## config.mk

```make
export PLATFORM = sky130hd
export DESIGN_NAME = sync_fifo
export DESIGN_NICKNAME = d
export VERILOG_FILES = /design/src/rtl/sync_fifo.sv
export SDC_FILE = /design/constraint.sdc
export NUM_CORES = 1
export LEC_CHECK = 0
export ABC_AREA = 1
export BUFFER_PORTS_ARGS = -buffer_cell sky130_fd_sc_hd__buf_2
export CORE_UTILIZATION = 60
export DETAILED_ROUTE_END_ITERATION = 12
export PLACE_DENSITY = 0.76
export SKIP_CTS_REPAIR_TIMING = 1
export SYNTH_ARGS = -nofsm -noshare
export SYNTH_HDL_FRONTEND = slang
export SYNTH_SLANG_ARGS = --single-unit
```

## constraint.sdc

```tcl
create_clock -name clk -period 6.84 [get_ports clk]
set_input_delay 0.342 -clock clk [delete_from_list [all_inputs] [get_ports clk]]
set_output_delay 0.342 -clock clk [all_outputs]
set_load 0.05 [all_outputs]
```

## src/rtl/sync_fifo.sv

```systemverilog
// Single-clock FIFO with extra-MSB pointers; a pop in the same cycle frees a slot
// so a push into a full FIFO is accepted when it coincides with a pop.
module sync_fifo #(
  parameter int DEPTH = 8,
  parameter int WIDTH = 32
) (
  input  logic             clk,
  input  logic             rst,
  input  logic             push,
  input  logic [WIDTH-1:0] wdata,
  output logic             full,
  input  logic             pop,
  output logic [WIDTH-1:0] rdata,
  output logic             empty
);

  localparam int AW = $clog2(DEPTH);

  logic [WIDTH-1:0] mem [DEPTH];
  logic [AW:0]      wr_ptr;
  logic [AW:0]      rd_ptr;
  logic             do_push;
  logic             do_pop;

  assign empty   = (wr_ptr == rd_ptr);
  assign full    = (wr_ptr[AW] != rd_ptr[AW]) && (wr_ptr[AW-1:0] == rd_ptr[AW-1:0]);
  assign do_pop  = pop && !empty;
  assign do_push = push && (!full || do_pop);
  assign rdata   = mem[rd_ptr[AW-1:0]];

  always_ff @(posedge clk or negedge rst) begin
    if (!rst) begin
      wr_ptr <= '0;
      rd_ptr <= '0;
    end else begin
      if (do_push) wr_ptr <= wr_ptr + (AW+1)'(1);
      if (do_pop)  rd_ptr <= rd_ptr + (AW+1)'(1);
    end
  end

  // Storage carries no reset; only the pointers define occupancy.
  always_ff @(posedge clk) begin
    if (do_push) mem[wr_ptr[AW-1:0]] <= wdata;
  end

endmodule

```

# Word level (Yosys, flattened, before mapping)

Memory sizes are Yosys's and may differ from the RTL's.
Cells that the tools add are included.

Flip-flop bits (word level): 8
Memory bits (writable): 256
Input port bits: 36
Output and inout bits: 34
Word-level logic and storage cells: 16
Memories: 1

Add/sub/neg operators: 2
Eq/ne operators: 3
Muxes and demuxes: 2
Reductions and logical operators: 6

Memories:

| name | depth | bits a word | read ports | clocked after memory_dff | wr ports | line | text |
|---|---|---|---|---|---|---|---|
| mem  | 8     | 32          | 1          | 0                        | 1        | 19   | `logic [WIDTH-1:0] mem [DEPTH];` |

Operators by type and width:

| kind                                         | number |
|---|---|
| adder 4 x 1 -> 4 bit (second input constant) | 2 |
| equality test 4 bit                          | 1 |
| equality test 3 bit                          | 1 |
| logical AND 1 bit                            | 3 |
| zero test 1 bit                              | 2 |
| two-way mux 1 bit                            | 2 |
| logical OR 1 bit                             | 1 |
| inequality test 1 bit                        | 1 |

# Depth between registers and ports, before layout

Gate-level depths: netlist (run 1).

Depth after elaboration: 7
Gate-level depth with buffers: 9

# Least setup slack after synthesis (run 1)

Ideal clock, no wire load.

Kind: reg-to-reg
Start: register rd_ptr[0]
End: memory mem[2][0], enable pin
Library setup time: 0.421 ns
Arrival time: 2.431 ns
Required time: 6.419 ns
Slack: 3.988 ns
Cell stages (with the launch flop): 9
Period minus slack after synthesis: 2.852 ns
Cell sequence: dfrtp_1 > buf_4 > inv_4 > nand2_1 > nand2_1 > nor2_4 > nand4_4 > nand3_1 > nor2_1

Word-level cells in the longest chain between the ends: 7

Ends and longest elaborated chain:

| item                                                              | line   | text |
|---|---|---|
| start, declared                                                   | 21     | `logic [AW:0] rd_ptr;` |
| start signal, assigned                                            | 37     | `if (do_pop) rd_ptr <= rd_ptr + (AW+1)'(1);` |
| equality test 4 bit / equality test 3 bit (equally long branches) | 25, 26 |  |
| zero test 1 bit / logical AND 1 bit (equally long branches)       | 27, 26 |  |
| logical AND 1 bit / zero test 1 bit (equally long branches)       | 27, 28 |  |
| logical OR 1 bit *                                                | 28     | `assign do_push = push && (!full \|\| do_pop);` |
| logical AND 1 bit *                                               | 28     |  |
| two-way mux 1 bit *                                               | 43     | `if (do_push) mem[wr_ptr[AW-1:0]] <= wdata;` |
| two-way mux 1 bit (not written as such) *                         | 43     |  |
| end, declared                                                     | 19     |  |

Mark *: on every way between the ends. The rest lies on a longest branch, timed or not.

# Final worst setup path (run 1)

Start: register rd_ptr[1]
End: memory mem[4][19], enable pin

Same word-level chain as after synthesis.

==> summary.md, run 1 <==
| Metric | Value |
|---|---|
| Most common cell after layout, fill and taps aside | `edfxtp_1` |
| Synth area leaders | `edfxtp_1 (74%), nor2_1 (5.0%), o21ai_0 (4.5%)` |
| Synth Warn # | `0` |
| Via Count | `6485` |
| Critical Path Start Type | `flip-flop` |
| Placed wire-length estimate | `10800 µm` |
| Routed length on met2 | `10200 µm` |
| Logic pwr share | `38.4%` |
| Critical path class | `reg -> reg` |
| DRT antenna net count | `0` |
| Hold slack | `0.0683 ns` |
| CP Cell Sequence | `buf_4 -> inv_2 -> nand2_1 -> nand2_1 -> nor2_4 -> nand4_4 -> nand3_1 -> nor2_4` |
| Vias in the first global route | `roughly 6.5k` |
| Wire per inst | `18.9 µm` |
| Slew @ Worst Pin | `1.13 ns` |
| Clock skew | `0.0132 ns` |
| Share of power burned in registers | `37.0%` |
| FP Rows | `47` |
| CTS root buf | `clkbuf_16` |
| Number of enable flip-flop cells after synthesis | `256` |
| Met3 wire len | `1310 µm` |
| IO Port Bufs | `69` |
| CTS tree | `done` |
| Core area | `~17000 µm²` |
| CTS max path bufs | `3` |
| Worst Hold Class | `in -> reg` |
| Max-Cap Viols | `0` |
| Max Clk Rate | `272 MHz` |
| Critical Path RT | `7.00 ns` |
| First-pass GRT wire length | `33400 µm` |
| WL final | `20700 µm` |
| Tmin final | `approximately 3.7 ns` |
| RSZ-0062 raised after global routing | `false` |
| Die Footprint | `around 18000 µm²` |
| Final Hold Vio Count | `0` |
| Max-slew violation count | `0` |
| Die H | `between 100 and 150 µm` |
| Gpl congestion | `0.759` |
| Horiz. Die Dim | `133 µm` |
| P&R area growth vs syn | `13.2%` |
| Cts bufs inserted | `27` |
| CP endpoint kind | `flip-flop` |
| Pwr/cell area | `around 490 nW/µm²` |
| # clock sinks | `264` |
| Arr. time, crit path | `roughly 3.8 ns` |
| Syn avg cell area | `12.9 µm²` |
| Seq/Total Area, Yosys | `76.1%` |
| Max-slew headroom | `24.6%` |
| DR DRC count | `0` |
| Net Sw Frac | `a little over 40%` |
| Crit-path slowest cell | `nor2_4` |
| CP Max Fanout | `69` |
| Leakage | `4.12 nW` |
| Congestion Overflow GR | `0` |
| Pint | `0.00338 W` |
| Netlist cell types | `23` |
| Final period utilization | `53.8%` |
| Initial antenna violation count | `1` |
| CP Buf/Inv Count | `2` |
| Clk_lat worst skew | `about 0.54 ns` |
| Top cell type's share of synthesized area | `74.1%` |
| Largest stage delay on the critical path | `~0.92 ns` |
| WL met1 | `approximately 8700 µm` |
| Setup TNS | `0 ns` |
| Gate Count Post-Synth | `803` |
| Max VDD drop | `about 0.4 mV` |
| Post-synth top area cell | `edfxtp_1` |
| Flops & latches, synth | `between 200 and 300` |
| DRT Pass-1 Iters | `5` |
| Clock Power Share | `24.6%` |
| Post-DR vias/cell | `5.91` |
| Post-Syn Nets | `841` |
| Fraction of layout cells with a size suffix above 1 | `14.3%` |
| Delay-heaviest family, CP | `simple AND/OR/NAND/NOR gates` |
| Highest-count cells in the layout ignoring fill and taps | `edfxtp_1 (256), nor2_1 (131), nand2_1 (125)` |
| H-tree level count | `1` |
| Sw power | `0.00237 W` |
| Clock transition at the registers of the reported paths | `0.06 ns` |
| Initial Utilization | `62.1%` |
| Max Used Layer | `met4` |
| Iteration-0 DRC Markers | `720` |
| Synth Flop Type | `edfxtp_1` |
| Top-level I/O count | `70` |
| Outcome | `complete, no violations` |
| Mapped Area | `10400 µm²` |
| Final setup violation count | `0` |
| FFs w/ async S/R, synth | `3.03%` |
| Largest net degree at the start of global routing | `100` |
| Post-layout nets | `896` |
| GR Util All Layers | `24.3%` |
| Fillcell total | `between 1k and 1.5k` |
## power by group through the flow
stage / Sequential, W / Combinational, W / Clock (W)
after floorplan: 0.00211 / 0.00172 / 0
after global placement: 0.00214 / 0.00213 / 0
after detailed placement: 0.00216 / 0.00219 / 0
after CTS: 0.00213 / 0.00221 / 0.00143
after global routing: 0.00214 / 0.00240 / 0.00149
final: 0.00213 / 0.00220 / 0.00142
## layout make-up
type,count,area [µm²],area share [%]
Antenna cell,1,2.50,0.0213
Tap cell,220,275,2.35
Multi-Input combinational cell,478,2260,19.3
Inverter,11,43.8,0.373
Clock buffer,40,754,6.43
Timing Repair Buffer,76,400,3.41
Clock inverter,8,104,0.885
Sequential cell,264,7890,67.2
## worst paths after layout
| check | end | cells past startpoint | slack (ns) | startpoint |
|---|---|---|---|---|
| min in group asynchronous | rd_ptr[2] | 2 | 0.18 | rst |
| max in group asynchronous | rd_ptr[0] | 2 | 6.46 | rst |
| worst min-delay path | mem[3][21] | 1 | 0.07 | wdata[21] |
| worst min register to register | wr_ptr[3] | 2 | 0.53 | wr_ptr[3] |
| worst max-delay path | mem[4][19] | 8 | 3.16 | rd_ptr[1] |
| worst max register to register | mem[4][19] | 8 | 3.16 | rd_ptr[1] |
## worst register-to-register path, cell delays in order (launching register included)
cell and delay (ns):
dfrtp_2 0.39, buf_4 0.35, inv_2 0.91, nand2_1 0.11, nand2_1 0.15, nor2_4 0.06, nand4_4 0.10, nand3_1 0.29
nor2_4 0.92
## stage by stage
stage          setup slack [ns]  instances  instance area, µm²  total power, W  util (%)
3_5_place_dp               3.19       1048               10900         0.00435      65.1
5_1_grt                    2.86       1097               11700         0.00603      70.3
3_3_place_gp               3.22       1048               10900         0.00427      65.1
4_1_cts                    3.17       1096               11700         0.00577      70.2
6_report                   3.16       1098               11700         0.00575      70.3
2_1_floorplan              3.99        803               10400         0.00383         -
## kinds of logic after synthesis
logic type      Yosys count  share of synthesized area [%]
flops                   264                           76.1
simple gates            278                           10.6
xor+xnor                  5                          0.422
compound gates          193                           10.1
buf+inv                  61                           2.58
fa+ha+maj                 2                          0.241
## cell usage after synthesis (2+ instances only)
cell type  count
buf_1          4
buf_2         17
buf_4          2
clkbuf_1      26
dfrtp_1        8
edfxtp_1     256
ha_1           2
inv_1         10
nand2_1      125
nand3_1       10
nor2_1       138
o21ai_0       94
o21ai_1       35
o22ai_1       64
xnor2_1        3
xor2_1         2
## registers in the layout (all words and copies together), names as in the netlist
| name | cells |
|---|---|
| mem | 256 |
| rd_ptr | 4 |
| wr_ptr | 4 |
## routing by layer
layer  track usage [%]  vias up
met4              7.32        0
met3              3.73       44
met5                 0        -
met1              34.0     3181
met2              39.9      233
li1                  -     3027
(Power assumes the default switching activity.)
==> run 2: changes to the inputs <==
- clock period: 6.84 -> 3.7 ns (I/O delays scaled with it)
==> summary.md, run 2 (synthesis results as in run 1) <==
| Metric | Value |
|---|---|
| Outcome | `complete, no violations` |
| Core area | `16700 µm²` |
| Worst R2R End | `mem[0][13]` |
| Post-DR vias/cell | `6.04` |
| Max VDD drop | `0.684 mV` |
| First-pass GRT wire length | `roughly 35000 µm` |
| Final period utilization | `84.0%` |
| Crit-path slowest cell | `buf_4` |
| Die H | `133 µm` |
| Vias in the first global route | `6618` |
| Most common cell after layout, fill and taps aside | `edfxtp_1` |
| Fillcell total | `1046` |
| Clock transition at the registers of the reported paths | `0.06 ns` |
| DRT Pass-1 Iters | `5` |
| FP Rows | `47` |
| Final setup violation count | `0` |
| Worst r2r src | `rd_ptr[1]` |
| Pwr/cell area | `884 nW/µm²` |
| Max Clk Rate | `322 MHz` |
| Critical Path Most Common Cell | `nand2_1` |
| CP Max Fanout | `83` |
| CTS root buf | `clkbuf_16` |
| Cts bufs inserted | `26` |
| Final Hold Vio Count | `0` |
| CP endpoint kind | `output pin` |
| Hold slack | `0.0323 ns` |
| RSZ-0062 raised after global routing | `false` |
| Clock skew | `0.0187 ns` |
| Design Area, Final | `~12000 µm²` |
| Critical Path Start Type | `flip-flop` |
| H-tree level count | `1` |
| Max-slew violation count | `0` |
| CTS max path bufs | `3` |
| Post-layout nets | `938` |
| CP Cell Sequence | `inv_4 -> buf_4 -> o21ai_0 -> o22ai_1 -> nand2_1 -> nand2_1 -> buf_2` |
| Max-slew headroom | `17.9%` |
| P&R area growth vs syn | `17.3%` |
| DRT antenna net count | `0` |
| # clock sinks | `264` |
| Antenna diodes | `0` |
| Max-Cap Viols | `0` |
| Gpl congestion | `0.796` |
| Critical path origin | `rd_ptr[0]` |
| Placed wire-length estimate | `12200 µm` |
| Top-level I/O count | `70` |
| Initial Utilization | `between 60 and 70%` |
| Worst Hold Class | `in -> async` |
| Tmin final | `3.11 ns` |
| CTS tree | `done` |
| Critical Path RT | `approximately 3.5 ns` |
| IO Port Bufs | `69` |
| Leakage | `4.31 nW` |
| Initial antenna violation count | `0` |
| Congestion Overflow GR | `0` |
| Pwr Total | `0.0108 W` |
| Iteration-0 DRC Markers | `696` |
| Largest register FFs | `256` |
| Clk_lat worst skew | `roughly 0.54 ns` |
| Fraction of layout cells with a size suffix above 1 | `between 10% and 20%` |
| GR Util All Layers | `about a quarter` |
| WL final | `23000 µm` |
| Largest net degree at the start of global routing | `84` |
| Arr. time, crit path | `2.92 ns` |
| Largest stage delay on the critical path | `0.67 ns` |
| Worst r2r path cells | `6` |
| DR DRC count | `0` |
| Slew @ Worst Pin | `1.23 ns` |
| Horiz. Die Dim | `133 µm` |
| Highest-count cells in the layout ignoring fill and taps | `edfxtp_1 (256), nor2_1 (131), nand2_1 (125)` |
| Via Count | `6871` |
| Die Footprint | `17800 µm²` |
| Placed cell area | `between 10000 and 15000 µm²` |
| Wire per inst | `20.2 µm` |
| Critical path class | `reg -> out` |
| Flop2flop setup slack | `1.08 ns` |
| Setup TNS | `0 ns` |
## run 2: through the flow
step / setup WS [ns] / std cells / utilization (%)
finish: 0.593 / 1138 / 72.8
floorplan: 0.848 / 803 / -
global route: 0.436 / 1138 / 72.8
CTS: 0.645 / 1103 / 70.7
detailed placement: 1.10 / 1057 / 65.7
global placement: 1.19 / 1057 / 65.7
## run 2: final cells by class
type | count | area [µm²] | area share [%]
clock buffer | 36 | 698 | 5.74
clock inverter | 10 | 145 | 1.19
inverter | 11 | 43.8 | 0.360
multi-input combinational | 478 | 2260 | 18.6
sequential | 264 | 7890 | 64.9
tap | 220 | 275 | 2.26
timing repair buffer | 119 | 846 | 6.95
## run 2: critical path, delay by kind of cell, from the launching register on
kind | cells | cell delay [ns]
and+or+nand+nor | 2 | 0.20
buffers and inverters | 3 | 1.04
DFF | 1 | 0.66
AOI/OAI and AO/OA | 2 | 0.44
## run 2: how the worst max path moves through the flow
stage                       endpoint  depth (start not counted)
after detailed placement  mem[3][21]                          6
final                      rdata[31]                          7
after global placement    mem[3][20]                          6
after floorplan            mem[2][0]                          8
after CTS                  rdata[11]                          7
after global routing        rdata[6]                          7
## run 2: power breakdown
group / switching [W] / internal (W)
combinational: 0.00314 / 0.00102
sequential: 0.000248 / 0.00374
clock: 0.00107 / 0.00153
total: 0.00447 / 0.00629
## run 2: routing by layer
layer	global-route usage, %	up-vias	part of all wire (%)
met5	0	-	0
met4	10.8	0	2.9
met3	3.54	58	7.9
met2	42.7	354	51
met1	34.6	3354	39
li1	-	3105	-
==> run 3: changes to the inputs <==
- CORE_UTILIZATION: 60 -> 54
- PLACE_DENSITY: 0.76 -> 0.72
- clock period: 3.7 -> 2.6 ns (I/O delays scaled with it)
==> summary.md, run 3 (synthesis results as in run 1) <==
| Metric | Value |
|---|---|
| # clock sinks | `264` |
| Final Hold Vio Count | `0` |
| Antenna diodes | `0` |
| RSZ-0062 raised after global routing | `false` |
| DRT antenna net count | `0` |
| Largest stage delay on the critical path | `0.51 ns` |
| Critical Path RT | `roughly 2.5 ns` |
| Highest-count cells in the layout ignoring fill and taps | `edfxtp_1 (256), nor2_1 (131), nand2_1 (125)` |
| DRT Pass-1 Iters | `4` |
| Max Clk Rate | `410 MHz` |
| GR Util All Layers | `22.1%` |
| Worst r2r src | `rd_ptr[0]` |
| Max VDD drop | `0.826 mV` |
| P&R area growth vs syn | `18.3%` |
| Pwr/cell area | `1230 nW/µm²` |
| Iteration-0 DRC Markers | `635` |
| CTS tree | `done` |
| Core area | `between 15000 and 20000 µm²` |
| Met2 usage | `35.9%` |
| Die Footprint | `19800 µm²` |
| CP endpoint kind | `output pin` |
| Pre-CTS WS | `between 0.4 and 0.5 ns` |
| Initial Utilization | `55.2%` |
| Final period utilization | `93.7%` |
| Congestion Overflow GR | `0` |
| Horiz. Die Dim | `~140 µm` |
| Arr. time, crit path | `2.31 ns` |
| DR DRC count | `0` |
| Via Count | `6569` |
| GR peak layer | `met2` |
| Worst Hold End | `mem[4][22]` |
| Hold slack | `0.413 ns` |
| Die H | `141 µm` |
| Cts bufs inserted | `26` |
| Max-slew violation count | `0` |
| Fraction of layout cells with a size suffix above 1 | `15.4%` |
| Critical Path Most Common Cell | `nand2_1` |
| WL final | `roughly 22000 µm` |
| CP Buf/Inv Count | `3` |
| Global Route met3 Usage | `2.70%` |
| Clock skew | `~0.023 ns` |
| Placed wire-length estimate | `11500 µm` |
| FP Rows | `50` |
| Max-slew headroom | `64.7%` |
| Vias in the first global route | `slightly above 6k` |
| Largest net degree at the start of global routing | `77` |
| CP Max Fanout | `76` |
| Largest register FFs | `256` |
| Critical path class | `reg -> out` |
| Delay-heaviest family, CP | `buffers and inverters` |
| Post-DR vias/cell | `5.65` |
| Setup TNS | `0 ns` |
| Max-Cap Viols | `0` |
| Hold path cells | `2` |
| H-tree level count | `1` |
| Final setup violation count | `0` |
| Met1 Usage GRT | `31.5%` |
| Flop2flop setup slack | `0.47 ns` |
| Critical Path Start Type | `flip-flop` |
| Gpl congestion | `0.766` |
| Post-layout nets | `947` |
| Outcome | `complete, no violations` |
| IO Port Bufs | `69` |
| Leakage | `~4.3 nW` |
| Tmin final | `~2.4 ns` |
| Worst Hold Class | `in -> reg` |
| PnR worst setup slack | `0.163 ns` |
| Most common cell after layout, fill and taps aside | `edfxtp_1` |
| Initial antenna violation count | `0` |
| Clk_lat worst skew | `0.54 ns` |
| CTS root buf | `clkbuf_16` |
| CP Cell Sequence | `inv_4 -> buf_12 -> o21ai_0 -> o22ai_1 -> nand2_1 -> nand2_1 -> buf_2` |
| Slew @ Worst Pin | `approximately 0.53 ns` |
| First-pass GRT wire length | `approximately 33000 µm` |
| Wire per inst | `18.7 µm` |
| Worst r2r path cells | `8` |
| Worst R2R End | `mem[6][10]` |
| Crit-path slowest cell | `dfrtp_4` |
| Hold Startpoint | `wdata[22]` |
| Clock transition at the registers of the reported paths | `0.06 ns` |
| Top-level I/O count | `70` |
| CTS max path bufs | `3` |
## run 3: cell count changes in the layout (fill, tap and decap cells not counted)
cell,before,now
buf_4,12,13
clkinvlp_4,0,2
buf_6,0,3
dlygate4sd3_1,35,37
clkinv_8,2,1
inv_2,1,0
buf_12,3,6
clkbuf_1,9,5
bufinv_16,3,1
clkinv_2,3,5
clkbuf_8,1,2
clkinv_1,2,6
## run 3: area by class of cell
cell class	count	area (µm²)
clock buffers	33	697
clock inverters	14	105
fillers	1365	6500
inverters	11	43.8
multi-input cells	478	2260
flip-flops and latches	264	7890
well taps	234	293
repair buffers	128	967
## run 3: metal layers
layer	up-vias	part of all wire (%)
met2	211	48
met5	-	0
li1	3128	-
met4	0	1.9
met3	36	5.1
met1	3194	45
## run 3: stage by stage
step | utilization [%] | instances | instance area, µm² | power, W
floorplan | - | 803 | 10400 | 0.0101
global placement | 59.0 | 1078 | 11100 | 0.0116
detailed placement | 59.0 | 1078 | 11100 | 0.0117
CTS | 63.3 | 1125 | 11900 | 0.0151
global route | 65.3 | 1162 | 12300 | 0.0159
finish | 65.3 | 1162 | 12300 | 0.0151
## run 3: report_power, final
group / switching [W] / internal (W) / total [W]
Sequential: 0.000197 / 0.00531 / 0.00551
Combinational: 0.00455 / 0.00155 / 0.00610
Clock: 0.00152 / 0.00199 / 0.00351
Total: 0.00627 / 0.00885 / 0.0151
## run 3: worst max-delay path by stage
stage                         start    endpoint  slack (ns)  depth (start not counted)
after floorplan           rd_ptr[0]   mem[2][0]       -0.25                          8
after global placement    rd_ptr[0]  mem[6][10]        0.51                          8
after detailed placement  rd_ptr[0]   mem[6][8]        0.48                          8
after CTS                 rd_ptr[0]   rdata[17]        0.01                          6
after global routing      rd_ptr[0]    rdata[0]        0.01                          7
final                     rd_ptr[0]    rdata[0]        0.16                          7
